**src/rtl/wb_arbiter.sv**
```systemverilog
// Writeback arbiter: merges in-order pipeline results with queued MDU results onto
// the single register-file write port and reports which destinations are still in flight.
module wb_arbiter #(
  parameter int REG_WIDTH    = 64,
  parameter int MDU_DEPTH    = 4,
  parameter int STARVE_LIMIT = 3
) (
  input  logic                 clk_sys_i,
  input  logic                 rst_i,
  input  logic                 pipe_valid_i,
  output logic                 pipe_ready_o,
  input  logic [4:0]           pipe_rd_addr_i,
  input  logic [REG_WIDTH-1:0] pipe_result_i,
  input  logic                 mdu_valid_i,
  output logic                 mdu_ready_o,
  input  logic [4:0]           mdu_rd_addr_i,
  input  logic [REG_WIDTH-1:0] mdu_result_i,
  output logic [4:0]           rd_addr_o,
  output logic                 rd_wen_o,
  output logic [REG_WIDTH-1:0] result_o,
  output logic [31:0]          pending_o
);

  localparam int PTR_W = $clog2(MDU_DEPTH);
  localparam int CNT_W = PTR_W + 1;
  localparam int SC_W  = (STARVE_LIMIT > 0) ? $clog2(STARVE_LIMIT + 1) : 1;
  localparam logic [CNT_W-1:0] DEPTH_C = CNT_W'(MDU_DEPTH);
  localparam logic [SC_W-1:0]  LIMIT_C = SC_W'(STARVE_LIMIT);

  logic [4:0]           rd_mem   [MDU_DEPTH];
  logic [REG_WIDTH-1:0] data_mem [MDU_DEPTH];

  logic [PTR_W-1:0] wptr_reg;
  logic [PTR_W-1:0] rptr_reg;
  logic [CNT_W-1:0] count_reg;
  logic [SC_W-1:0]  starve_reg;

  logic                 fifo_nonempty;
  logic                 push;
  logic                 pop;
  logic                 pipe_sel;
  logic                 sel_valid;
  logic [4:0]           sel_rd;
  logic [REG_WIDTH-1:0] sel_data;
  logic [31:0]          fifo_mask;
  logic [31:0]          entry_mask [MDU_DEPTH];

  assign fifo_nonempty = (count_reg != '0);
  assign mdu_ready_o   = (count_reg < DEPTH_C);
  assign pipe_ready_o  = !(fifo_nonempty && (starve_reg == LIMIT_C));

  // Writes to x0 are architecturally void, so they never occupy a FIFO slot.
  assign push     = mdu_valid_i && mdu_ready_o && (mdu_rd_addr_i != 5'd0);
  assign pipe_sel = pipe_valid_i && pipe_ready_o;
  assign pop      = !pipe_sel && fifo_nonempty;

  always_comb begin
    sel_valid = 1'b0;
    sel_rd    = '0;
    sel_data  = '0;
    if (pipe_sel) begin
      sel_valid = 1'b1;
      sel_rd    = pipe_rd_addr_i;
      sel_data  = pipe_result_i;
    end else if (pop) begin
      sel_valid = 1'b1;
      sel_rd    = rd_mem[rptr_reg];
      sel_data  = data_mem[rptr_reg];
    end
  end

  // Payload storage carries no reset: occupancy is tracked solely by count_reg.
  always_ff @(posedge clk_sys_i) begin
    if (push) begin
      rd_mem[wptr_reg]   <= mdu_rd_addr_i;
      data_mem[wptr_reg] <= mdu_result_i;
    end
  end

  always_ff @(posedge clk_sys_i or posedge rst_i) begin
    if (rst_i) begin
      wptr_reg  <= '0;
      rptr_reg  <= '0;
      count_reg <= '0;
    end else begin
      if (push) wptr_reg <= wptr_reg + PTR_W'(1);
      if (pop)  rptr_reg <= rptr_reg + PTR_W'(1);
      case ({push, pop})
        2'b10:   count_reg <= count_reg + CNT_W'(1);
        2'b01:   count_reg <= count_reg - CNT_W'(1);
        default: count_reg <= count_reg;
      endcase
    end
  end

  // The counter measures how long the current head has waited behind the pipeline.
  always_ff @(posedge clk_sys_i or posedge rst_i) begin
    if (rst_i) begin
      starve_reg <= '0;
    end else if (!fifo_nonempty || pop) begin
      starve_reg <= '0;
    end else if (starve_reg != LIMIT_C) begin
      starve_reg <= starve_reg + SC_W'(1);
    end
  end

  always_ff @(posedge clk_sys_i or posedge rst_i) begin
    if (rst_i) begin
      rd_wen_o  <= 1'b0;
      rd_addr_o <= '0;
      result_o  <= '0;
    end else begin
      rd_wen_o <= sel_valid && (sel_rd != 5'd0);
      if (sel_valid) begin
        rd_addr_o <= sel_rd;
        result_o  <= sel_data;
      end
    end
  end

  // An entry is live when its distance from the read pointer is below the occupancy.
  for (genvar gi = 0; gi < MDU_DEPTH; gi++) begin : g_entry
    logic [PTR_W-1:0] offset;
    assign offset         = PTR_W'(gi) - rptr_reg;
    assign entry_mask[gi] = ({1'b0, offset} < count_reg) ? (32'h1 << rd_mem[gi]) : 32'h0;
  end

  always_comb begin
    fifo_mask = '0;
    for (int i = 0; i < MDU_DEPTH; i++) begin
      fifo_mask = fifo_mask | entry_mask[i];
    end
  end

  assign pending_o = (fifo_mask | (rd_wen_o ? (32'h1 << rd_addr_o) : 32'h0)) & ~32'h1;

endmodule

```
**config.mk**
```make
export PLATFORM = sky130hd
export DESIGN_NAME = wb_arbiter
export DESIGN_NICKNAME = d
export VERILOG_FILES = /design/src/rtl/wb_arbiter.sv
export SDC_FILE = /design/constraint.sdc
export NUM_CORES = 1
export LEC_CHECK = 0
export ABC_AREA = 1
export BUFFER_PORTS_ARGS = -buffer_cell sky130_fd_sc_hd__buf_2
export CAP_MARGIN = 20
export CORE_ASPECT_RATIO = 0.9
export CORE_MARGIN = 1.5
export CORE_UTILIZATION = 43
export CTS_CLUSTER_DIAMETER = 80
export DETAILED_ROUTE_END_ITERATION = 6
export PLACE_DENSITY = 0.68
export SETUP_SLACK_MARGIN = 0.02
export SYNTH_ARGS = -nofsm -noshare
export SYNTH_HDL_FRONTEND = slang
export SYNTH_SLANG_ARGS = --single-unit
```
**constraint.sdc**
```tcl
create_clock -name clk_sys_i -period 5.4 [get_ports clk_sys_i]
set_input_delay 0 -clock clk_sys_i [delete_from_list [all_inputs] [get_ports clk_sys_i]]
set_output_delay 0 -clock clk_sys_i [all_outputs]
set_load 0.02 [all_outputs]
```
==> run_results.csv <==
group,metric,value,unit
run_status,status,"complete, no violations",
sta,fmax,0.295,GHz
worst_setup_path,crit_required,5.40,ns
cells_and_area,nFillCells,3003,
routing,drt_iter0_drc,936,
clocking,htreeDepth,2,
worst_setup_path,worst_path_most_repeated_cell,"nor2_1",
yosys,ys_seq_elements,355,
cells_and_area,reg_top3,"data_mem (256), result_o (64), rd_mem (20)",
placed_design,dpl.hpwl,28700,µm
yosys,yosys_most_used_dff,"edfxtp_1",
floorplan,start_util,44.0,%
sta,setup_viol,0,
clocking,clk_path_buf_depth,3,
sta,report.final.slew_viol_count,0,
floorplan,coreArea,35300,µm²
floorplan,die_y,183,µm
yosys,synth_cell_types,32,
cells_and_area,area_delta_synth_final,28.5,%
cells_and_area,largest_register_ffs,256,
yosys,netlist_instances,1520,
worst_setup_path,crit_path_max_incr_delay,0.77,ns
routing,drt-total-wl,45300,µm
routing,drt-vias-per-instance,5.33,
cells_and_area,layout-drive-gt1-share,17.3,%
yosys,syn_area_per_cell,10.2,µm²
yosys,synth_top_cell_by_area,"edfxtp_1",
cells_and_area,nNetsFinal,2050,
clocking,cts_tree,"built",
sta,worst_slew_pin_slew,1.05,ns
sta,hold_viol,0,
placed_design,io_buffer_count,244,
cells_and_area,regMostFlops,"data_mem",
floorplan,die_w,203,µm
worst_setup_path,slowest_stage,"dfrtp_1",
worst_setup_path,crit_type,"reg -> out",
routing,antenna_left,0,
cells_and_area,final_cell_area,19900,µm²
floorplan,placementRows,65,
placed_design,place_congestion,0.955,
sta,post-route-min-period,3.39,ns
power,power_per_cell_area,505,nW/µm²
sta,rsz0062_at_grt,"no",
routing,drt-pass1-iter-count,5,
grt,grt-ovfl-total,0,
worst_setup_path,crit_chain,"nor2_4 > nor2_1 > ha_1 > inv_1 > o21ai_2 > nor2_1 > a21oi_1 > nand3_1 > buf_2",
yosys,ys_seq_area_share,66.2,%
sta,period_share,62.7,%
placed_design,dpl_cell_area,17100,µm²
power,p_leak,8.12,nW
worst_setup_path,critPathLaunchType,"flip-flop",
floorplan,dieArea,37200,µm²
yosys,yosys_warnings,0,
grt,antenna_found_initial,5,
clocking,numCtsBuffers,38,
job,cap_violations,0,
grt,grt_pass1_wl,69800,µm
yosys,syn_area,15500,µm²
yosys,synth.net_count,1673,
yosys,yosysMostFrequentCell,"nand2_1",
routing,vias,12800,
worst_setup_path,crit_arrival,3.39,ns
clocking,clkTransAtPathRegs,0.06,ns
grt,grt_max_degree,73,
worst_setup_path,critPathMaxFanout,17,
clocking,cts_sinks,355,
yosys,synth_top_area_share,53.4,%
sta,fin_tns_setup,0,ns
clocking,clk_latency,0.54,ns
clocking,cts.root.buffer_cell,"clkbuf_16",
worst_setup_path,cp-end-kind,"output pin",
floorplan,io_pins,246,
grt,track_usage,24.3,%
yosys,async_flop_share,22.3,%
yosys,synthTopCellsByArea,"edfxtp_1, dfrtp_1, nand2_1",
yosys,synth_common_cells,"nand2_1, edfxtp_1, nand3_1, nor2_1, dfrtp_1",
sta,fin_worst_skew,0.0303,ns
routing,wire_per_inst,18.9,µm
yosys,synth_edf_count,276,
sta,slew_headroom,29.8,%
routing,drc_errors,0,
power,ir_drop,0.000348,V
grt,grt_pass1_vias,12600,
clocking,ctsResizeCount,0,
hold_path,hp-class,"in -> reg",
## kinds of logic (layout without fill, tap and decap cells)
kind of cell | count (synthesis) | in the layout | synth area share (%)
buf+inv | 135 | 541 | 3.84
fa+ha+maj | 11 | 11 | 0.936
simple gates | 928 | 928 | 25.2
compound gates | 86 | 86 | 3.60
xor+xnor | 4 | 4 | 0.226
other cells | 1 | 5 | 0.0242
flops | 355 | 355 | 66.2
## worst paths after layout
kind / to / cells after the start / startpoint / slack [ns]
hold / removal: result_o[29]$_DFFE_PP0P_ / 5 / pipe_valid_i / 0.07
hold reg to reg: starve_reg[0]$_DFFE_PP0P_ / 1 / starve_reg[0]$_DFFE_PP0P_ / 0.46
setup reg to reg: data_mem[3][27]$_DFFE_PP_ / 4 / count_reg[2]$_DFFE_PP0P_ / 2.31
max in group asynchronous: result_o[15]$_DFFE_PP0P_ / 5 / rst_i / 3.63
min in group asynchronous: result_o[53]$_DFFE_PP0P_ / 4 / rst_i / 0.54
setup / recovery: pending_o[7] / 9 / rptr_reg[0]$_DFFE_PP0P_ / 2.01
## metrics by stage
step | utilization (%) | instances | total power [mW] | hold slack (ns) | worst slack, ns
after floorplan | - | 1520 | 6.14 | 0.0989 | 1.05
after global placement | 48.5 | 2171 | 7.30 | -0.0168 | 2.47
after detailed placement | 48.5 | 2171 | 7.35 | -0.0117 | 2.36
after CTS | 56.5 | 2395 | 10.1 | 0.0508 | 2.13
after global routing | 56.5 | 2399 | 10.6 | 0.0997 | 1.84
final | 56.5 | 2399 | 10.1 | 0.0685 | 2.01
## cells in the final DEF (no fill, tap or decap), types with 38 or more instances in the layout
cell	n
nand2_1	523
nand3_1	168
dlygate4sd3_1	155
nand4_1	57
dfrtp_1	79
clkbuf_16	38
buf_2	244
nor3_1	41
nor2_1	124
edfxtp_1	276
inv_1	50
## timing repair
item	CTS	global route
buffers inserted	0	0
hold endpoints to repair	363	0
hold buffers	155	0
## layout make-up
class	instances	area, µm²	share of cell area [%]
Inverter	58	219	1.10
Clock buffer	53	1070	5.35
Tap cell	469	587	2.94
Clock inverter	16	199	0.998
Multi-Input combinational cell	1030	4700	23.6
Timing Repair Buffer	414	2890	14.5
Antenna cell	4	10.0	0.0502
Sequential cell	355	10300	51.5
## power by group
group | internal [mW] | switching [mW] | leakage [nW] | total (mW)
Sequential | 3.53 | 0.331 | 3.46 | 3.86
Clock | 1.54 | 1.05 | 0.614 | 2.59
Combinational | 1.05 | 2.57 | 4.05 | 3.62
## critical path, delay by kind of cell, from the launching register on
family / cells / cell delay (ns)
AO/OA/AOI/OAI: 2 / 1.04
flip-flops: 1 / 0.77
adder cells (fa/ha/maj): 1 / 0.19
AND/OR/NAND/NOR: 4 / 0.57
buffers and inverters: 2 / 0.28
## routing by layer
metal  share of wire, %  vias up  wire length (µm)  GRT usage [%]
met4                3.0        2              1340           8.41
met3                7.4       86              3350           4.48
met2                 46      565             20900           39.3
met5              0.026        -                12              0
li1                   -     5992                 -              -
met1                 43     6146             19600           33.1
Note: power is estimated with default switching activity, not from simulation.
